`config.mk`:
```
export PLATFORM = sky130hd
export DESIGN_NAME = onehot_pulse_decoder
export DESIGN_NICKNAME = d
export VERILOG_FILES = /design/src/rtl/onehot_pulse_decoder_pkg.sv /design/src/rtl/onehot_pulse_decoder_reencode.sv /design/src/rtl/onehot_pulse_decoder.sv
export SDC_FILE = /design/constraint.sdc
export NUM_CORES = 1
export LEC_CHECK = 0
export CAP_MARGIN = 15
export CORE_ASPECT_RATIO = 0.6
export CORE_MARGIN = 2
export CORE_UTILIZATION = 50
export CTS_CLUSTER_DIAMETER = 50
export DETAILED_ROUTE_END_ITERATION = 16
export HOLD_SLACK_MARGIN = 0.02
export PLACE_DENSITY = 0.78
export SLEW_MARGIN = 20
export SYNTH_ARGS = -nofsm -noshare
export SYNTH_HDL_FRONTEND = slang
export SYNTH_HIERARCHICAL = 1
export SYNTH_SLANG_ARGS = --single-unit
export TNS_END_PERCENT = 100
```
`constraint.sdc`:
```
create_clock -name clk -period 2.65 [get_ports clk]
set_clock_uncertainty 0.15 [all_clocks]
set_input_delay 0.53 -clock clk [delete_from_list [all_inputs] [get_ports clk]]
set_output_delay 0.53 -clock clk [all_outputs]
set_load 0.05 [all_outputs]
```
`src/rtl/onehot_pulse_decoder_pkg.sv`:
```
// ----------------------------------------------------------------------------
// onehot_pulse_decoder_pkg
// Shared definitions for the one-hot pulse decoder:
//   - state_t        : decoder FSM states (S_IDLE, S_HOLD, S_GAP)
//   - ONEHOT_W/CODE_W: one-hot line count and encoded index width (8/3)
//   - CNT_W_DEF      : default hold-counter / pulse_count width
//   - pcount_sat()   : saturation value of a pulse_count of a given width
// ----------------------------------------------------------------------------
package onehot_pulse_decoder_pkg;

    localparam int ONEHOT_W  = 8;
    localparam int CODE_W    = 3;
    localparam int POP_W     = 4;   // popcount of 8 bits needs 0..8
    localparam int CNT_W_DEF = 8;

    typedef enum logic [1:0] {
        S_IDLE = 2'd0,
        S_HOLD = 2'd1,
        S_GAP  = 2'd2
    } state_t;

    // All-ones value for a counter of width w (w clamped to 32 bits).
    function automatic logic [31:0] pcount_sat(input int w);
        if (w >= 32) return '1;
        return (32'd1 << w) - 32'd1;
    endfunction

endpackage

```
`src/rtl/onehot_pulse_decoder_reencode.sv`:
```
// ----------------------------------------------------------------------------
// onehot_reencode
// Combinational 8-to-3 priority re-encoder with popcount, used by the
// decoder's self-check. Highest set bit wins the index.
// Only compiled when PULSE_DECODER_CHECK_EN is defined, since it has no
// user in the default build.
// Ports:
//   i_vec [7:0]  vector to re-encode
//   o_idx [2:0]  index of the highest set bit (0 when i_vec == 0)
//   o_pop [3:0]  number of set bits in i_vec
// ----------------------------------------------------------------------------
`ifdef PULSE_DECODER_CHECK_EN
module onehot_reencode
    import onehot_pulse_decoder_pkg::*;
(
    input  logic [ONEHOT_W-1:0] i_vec,
    output logic [CODE_W-1:0]   o_idx,
    output logic [POP_W-1:0]    o_pop
);

    always_comb begin
        o_idx = '0;
        o_pop = '0;
        for (int i = 0; i < ONEHOT_W; i++) begin
            if (i_vec[i]) begin
                o_idx = CODE_W'(i);
                o_pop = o_pop + POP_W'(1);
            end
        end
    end

endmodule
`endif

```
`src/rtl/onehot_pulse_decoder.sv`:
```
// ----------------------------------------------------------------------------
// onehot_pulse_decoder
// Sequential 3-to-8 decoder. Accepts one encoded index per valid/ready
// handshake and drives the matching one-hot line for HOLD_CYCLES cycles,
// followed by a one-cycle gap before the next transfer can be accepted.
// Optional self-check: define PULSE_DECODER_CHECK_EN to build the re-encoder
// checker driving err; otherwise err is tied to 0.
// Parameters:
//   HOLD_CYCLES  pulse length in cycles (1..255)
//   CNT_W        width of hold counter and pulse_count
// Ports:
//   clk, rst_n   clock, async active-low reset
//   in_valid     in_code/in_idle valid
//   in_ready     accept strobe, high only in S_IDLE out of reset
//   in_code[2:0] encoded index (Y2..Y0)
//   in_idle      encoder idle flag; transfer is consumed but ignored
//   out_onehot   one-hot pulse output
//   out_active   high while out_onehot != 0
//   pulse_count  saturating count of pulses issued
//   err          sticky self-check error
// ----------------------------------------------------------------------------
module onehot_pulse_decoder
    import onehot_pulse_decoder_pkg::*;
#(
    parameter int HOLD_CYCLES = 4,
    parameter int CNT_W       = CNT_W_DEF
) (
    input  logic                clk,
    input  logic                rst_n,
    input  logic                in_valid,
    output logic                in_ready,
    input  logic [CODE_W-1:0]   in_code,
    input  logic                in_idle,
    output logic [ONEHOT_W-1:0] out_onehot,
    output logic                out_active,
    output logic [CNT_W-1:0]    pulse_count,
    output logic                err
);

    localparam logic [CNT_W-1:0] W_SAT  = CNT_W'(pcount_sat(CNT_W));
    localparam logic [CNT_W-1:0] W_LOAD = CNT_W'(HOLD_CYCLES - 1);

    state_t                r_state;
    logic [CNT_W-1:0]      r_cnt;
    logic [ONEHOT_W-1:0]   r_onehot;
    logic                  r_active;
    logic [CNT_W-1:0]      r_pcount;

    // in_ready is the only combinational output; gating with rst_n keeps it
    // low for the whole reset assertion.
    assign in_ready    = rst_n && (r_state == S_IDLE);
    assign out_onehot  = r_onehot;
    assign out_active  = r_active;
    assign pulse_count = r_pcount;

    always_ff @(posedge clk or negedge rst_n) begin
        if (!rst_n) begin
            r_state  <= S_IDLE;
            r_cnt    <= '0;
            r_onehot <= '0;
            r_active <= 1'b0;
            r_pcount <= '0;
        end else begin
            case (r_state)
                S_IDLE: begin
                    // Idle-flagged transfers are consumed with no effect.
                    if (in_valid && !in_idle) begin
                        r_onehot <= ONEHOT_W'(1) << in_code;
                        r_active <= 1'b1;
                        r_cnt    <= W_LOAD;
                        if (r_pcount != W_SAT)
                            r_pcount <= r_pcount + CNT_W'(1);
                        r_state  <= S_HOLD;
                    end
                end
                S_HOLD: begin
                    // Loaded with HOLD_CYCLES-1 so the line is high for
                    // exactly HOLD_CYCLES cycles including the load cycle.
                    if (r_cnt != '0) begin
                        r_cnt <= r_cnt - CNT_W'(1);
                    end else begin
                        r_onehot <= '0;
                        r_active <= 1'b0;
                        r_state  <= S_GAP;
                    end
                end
                S_GAP: begin
                    r_state <= S_IDLE;
                end
                default: begin
                    r_state <= S_IDLE;
                end
            endcase
        end
    end

`ifdef PULSE_DECODER_CHECK_EN
    logic [CODE_W-1:0] r_code;
    logic              r_err;
    logic [CODE_W-1:0] w_idx;
    logic [POP_W-1:0]  w_pop;

    onehot_reencode u_reencode (
        .i_vec (r_onehot),
        .o_idx (w_idx),
        .o_pop (w_pop)
    );

    always_ff @(posedge clk or negedge rst_n) begin
        if (!rst_n) begin
            r_code <= '0;
            r_err  <= 1'b0;
        end else begin
            if (r_state == S_IDLE && in_valid && !in_idle)
                r_code <= in_code;
            // Sticky: once a bad pulse is seen only reset clears it.
            if (r_active && ((w_pop != POP_W'(1)) || (w_idx != r_code)))
                r_err <= 1'b1;
        end
    end

    assign err = r_err;
`else
    assign err = 1'b0;
`endif

endmodule
```
# Word-level counts from Yosys, hierarchy flattened
# Cells that the tools add are included.
# word_totals
input_bits,7
output_inout_bits,19
reg_bits,27
# op_classes
add_sub_neg,2
muxes,12
reduce_logical,10
eq_ne,5
shift,1
# op_table
op,n
8-bit 2-to-1 mux,4
8-bit one-hot mux with 2 select lines,2
3-bit AND reduction,3
8-bit by 1-bit adder with 8-bit output (second input constant),1
8-bit != test (second input constant),1
8-bit nonzero test,1
1-bit by 3-bit left shift with 8-bit output (first input constant),1
8-bit by 1-bit subtractor with 8-bit output (second input constant),1
2-bit 2-to-1 mux,2
2-bit != test (second input constant),2
2-bit one-hot mux with 2 select lines,1
2-bit by 1-bit equality test with 1-bit output (second input constant),1
1-bit logical AND,2
2-bit logical NOT,1
1-bit 2-to-1 mux,2
2-bit by 1-bit != test with 1-bit output (second input constant),1
1-bit one-hot mux with 2 select lines,1
2-bit AND reduction,1
2-bit nonzero test,1
1-bit logical NOT,1

# Longest topological paths before layout
# Gate-level depths: netlist (run 1).
# logic_depth
ltp_word,4
ltp_mapped,7

# Worst setup path before layout (run 1)
# Ideal clock, no wire load.
# synth_path
kind,input -> output
from,input port rst_n
to,output port in_ready
slack_ps,294
path_stages,1
required_time_ps,1970
arrival_ps,1676
cell_sequence,nor3b_1
# synth_via
elab_chain_cells,1
# synth_rtl
element,line,rtl
"start, declared",onehot_pulse_decoder.sv:29,"input logic rst_n,"
1-bit logical AND,onehot_pulse_decoder.sv:51,assign in_ready = rst_n && (r_state == S_IDLE);
"end, declared",onehot_pulse_decoder.sv:31,"output logic in_ready,"
# No other way between the ends.

# Worst setup path in the final report (run 1)
# layout_path
from,"register r_pcount[7], in the netlist pulse_count[7]"
to,output port pulse_count[7]
# layout_lines
element,line,rtl
"start, declared",onehot_pulse_decoder.sv:47,logic [CNT_W-1:0] r_pcount;
"start signal, assigned",onehot_pulse_decoder.sv:72,r_pcount <= r_pcount + CNT_W'(1);
"end, declared",onehot_pulse_decoder.sv:36,"output logic [CNT_W-1:0] pulse_count,"
# No word-level cell between the ends.

==> run summary, run 1 <==
Outcome = finished, final reports clean
Syn avg cell area = 11.1 sq um
WL/cell = 14.5 um
Setup Viol. Count Final = 0
CP max stage delay = 0.86 ns
Reg clk slew, reported paths = 0.09 ns
Max Freq = 434 MHz
DR WL met2 = 1.09 mm
Die height = 43.7 um
RSZ-0062 raised after global routing = false
Multi-input logic area = 606 sq um
Syn nets = 129
Distinct cells, synth = 38
CP Launch Type = flip-flop
# resized after CTS = 0
Total CTS buffers = 3
Final instance area = 0.00166 sq mm
Inserted Diodes = 0
Sequential Area = 676 sq um
Vias in the first global route = 946
Max Cap Violations = 0
PwrDens = 1080 mW/mm^2
Worst Setup End Kind = primary output
Met1 Wirelength = 1.39 mm
Post-Synthesis Cells = 119
Sequential area share after synthesis = 51.3%
P_sw = 0.000817 W
Root buffer cell = clkbuf_8
I/O pins = 26
Clk sinks = 27
Setup CP Type = reg -> out
Worst-path fanout max = 4
Starting Density = 52.5%
Overall global routing resource usage = 19.7%
Final ANT Viol Nets = 0
Crit path DAT = 1.62 ns
Largest area contributor in the netlist = dfrtp_1
Worst slew pin tran = 0.580 ns
Postcts setup bufs = 0
DP Area = 0.00161 sq mm
Count leader, synth = dfrtp_1
Switching Fraction = 45.4%
Iteration-0 DRC Markers = 69
HPWL after DPL = 1.97 mm
Largest net degree at the start of global routing = 28
Total leakage power = 0.704 nW
Final Cycle Share = 86.9%
Row cnt = 14
Initial antenna violation count = 0
Total Wirelength = 2.62 mm
Total power = 0.00180 W
Share of cells above drive strength 1 = 12.8%
DRC = 0
Hold Violations, Final = 0
Post-DR vias/cell = 5.39
Via count = 971
CTS tree = done
Combinational power share = 49.0%
H-Tree Depth = 1
Slowest CP cell = clkdlybuf4s50_1
Die Width = 70.2 um
First-pass GRT wire length = 4.55 mm
Cell area after synthesis = 0.00132 sq mm
GPL Wtd Cong = 0.767
Fillers = 184
Buffers on Ports = 24
Pre-antenna DRT Iters = 4
Post-synth ARST share = 100%
Remaining global-route overflow = 0
Layout Utilization = 66.3%
Synth top cells by count = 27 x dfrtp_1, 17 x nand2_1, 7 x xnor2_1
Die area = 0.00307 sq mm
Final Worst Setup Slack = 0.347 ns
Clk buf depth = 2
Synth Register Bits = 27
Final min period = 2.30 ns
Met3 routed WL = 122 um
Clock Power Share = 13.1%
CP required = 1.97 ns
Worst-path cell chain = clkdlybuf4s50_1
P&R area growth vs syn = 26.2%
Uppermost routed layer = met4
Main synth FF type = dfrtp_1
Yosys Warn Count = 6
Clk_lat worst skew = 0.27 ns
Hold crit path type = reg -> reg
# nets final = 159
CP top delay family = buffers and inverters
Buf/Inv on CP = 1
Seq pwr share = 37.9%
Area of the core = 0.00250 sq mm
Pins over their slew limit = 0
Int Pwr = 0.000982 W
Relative slew slack = 61.0%
Post-synth EDFFs = 0
Peak supply drop = 0.848 mV
Post-CTS Hold Buffers = 0
DP Worst Slack = 0.192 ns
Synth area leaders = dfrtp_1 51%, nand2_1 4.8%, xnor2_1 4.7%, ha_1 2.9%, o41ai_1 2.7%
Top-area cell type share of the netlist area = 51.3%
Setup TNS = 0 ns
cell usage in the layout, fill, tap and decap left out, drive strengths merged, types with 3 or more instances in the layout:
cell type	n
inv	3
nand2b	3
nand2	17
clkdlybuf4s50	23
ha	3
o41ai	4
o21ai	3
a21oi	4
nand3	5
xnor2	7
nor2	6
buf	5
clkbuf	3
dfrtp	27
nor3	3
xor2	3
path summary, 6_finish.rpt:
kind,startpoint,endpoint,slack (ns),cells after the start
setup / recovery,pulse_count[7],pulse_count[7],0.35,1
hold / removal,out_onehot[3],out_onehot[3],0.33,2
setup reg to reg,r_cnt[0],r_cnt[4],0.64,7
hold reg to reg,out_onehot[3],out_onehot[3],0.33,2
max in group asynchronous,rst_n,out_onehot[7],1.58,2
min in group asynchronous,rst_n,out_onehot[0],0.52,2
state kept, by name, summed over array words and instances (netlist names):
register     flops
out_onehot       8
r_cnt            8
pulse_count      8
r_state          2
out_active       1
final cells by class:
cell class	instances	share of cell area (%)
sequential	27	40.7
multi-input combinational	86	36.4
timing repair buffer	28	16.9
clock buffer	3	2.48
tap	32	2.41
inverter	3	0.678
clock inverter	1	0.452
power by group through the flow:
stage	registers (W)	clock network, W	logic [W]
2_1_floorplan	0.000901	0	0.000378
3_3_place_gp	0.000680	0	0.000861
3_5_place_dp	0.000687	0	0.000883
4_1_cts	0.000681	0.000245	0.000884
5_1_grt	0.000710	0.000256	0.000953
6_report	0.000682	0.000236	0.000881
per-layer routing:
| metal | global-route usage (%) | up-vias |
|---|---|---|
| li1 | - | 481 |
| met1 | 28.7 | 467 |
| met2 | 29.8 | 21 |
| met3 | 5.58 | 2 |
| met4 | 4.62 | 0 |
| met5 | 0 | - |
cells by family (layout without fill, tap and decap cells):
kind of cell               Yosys count  count (layout)  synth area share (%)
adders and majority gates            3               3                  2.85
other                                1               1                 0.285
buffers and inverters                6              35                  2.66
and+or+nand+nor                     50              50                  20.9
DFF                                 27              27                  51.3
xor gates and xnor gates            10              10                  6.65
muxes                                3               3                  2.38
AOI/OAI and AO/OA                   19              19                  12.9
metrics by stage:
step                hold slack (ns)  std cells
floorplan                    0.0844        119
global placement              0.311        176
detailed placement            0.321        176
CTS                           0.337        180
global route                  0.370        180
finish                        0.333        180
tightest hold or removal path: stages, from the launching register on:
cell and delay (ns):
dfrtp_1 0.35, nand2_1 0.05, o41ai_1 0.05
No activity file was read; power rests on OpenSTA's default activity.
==> run 2: changes to the inputs <==
Settings changed: SLEW_MARGIN 20 to not set.
==> results of run 2 <==
Final layout, timing and power as in run 1 (identical DEF).
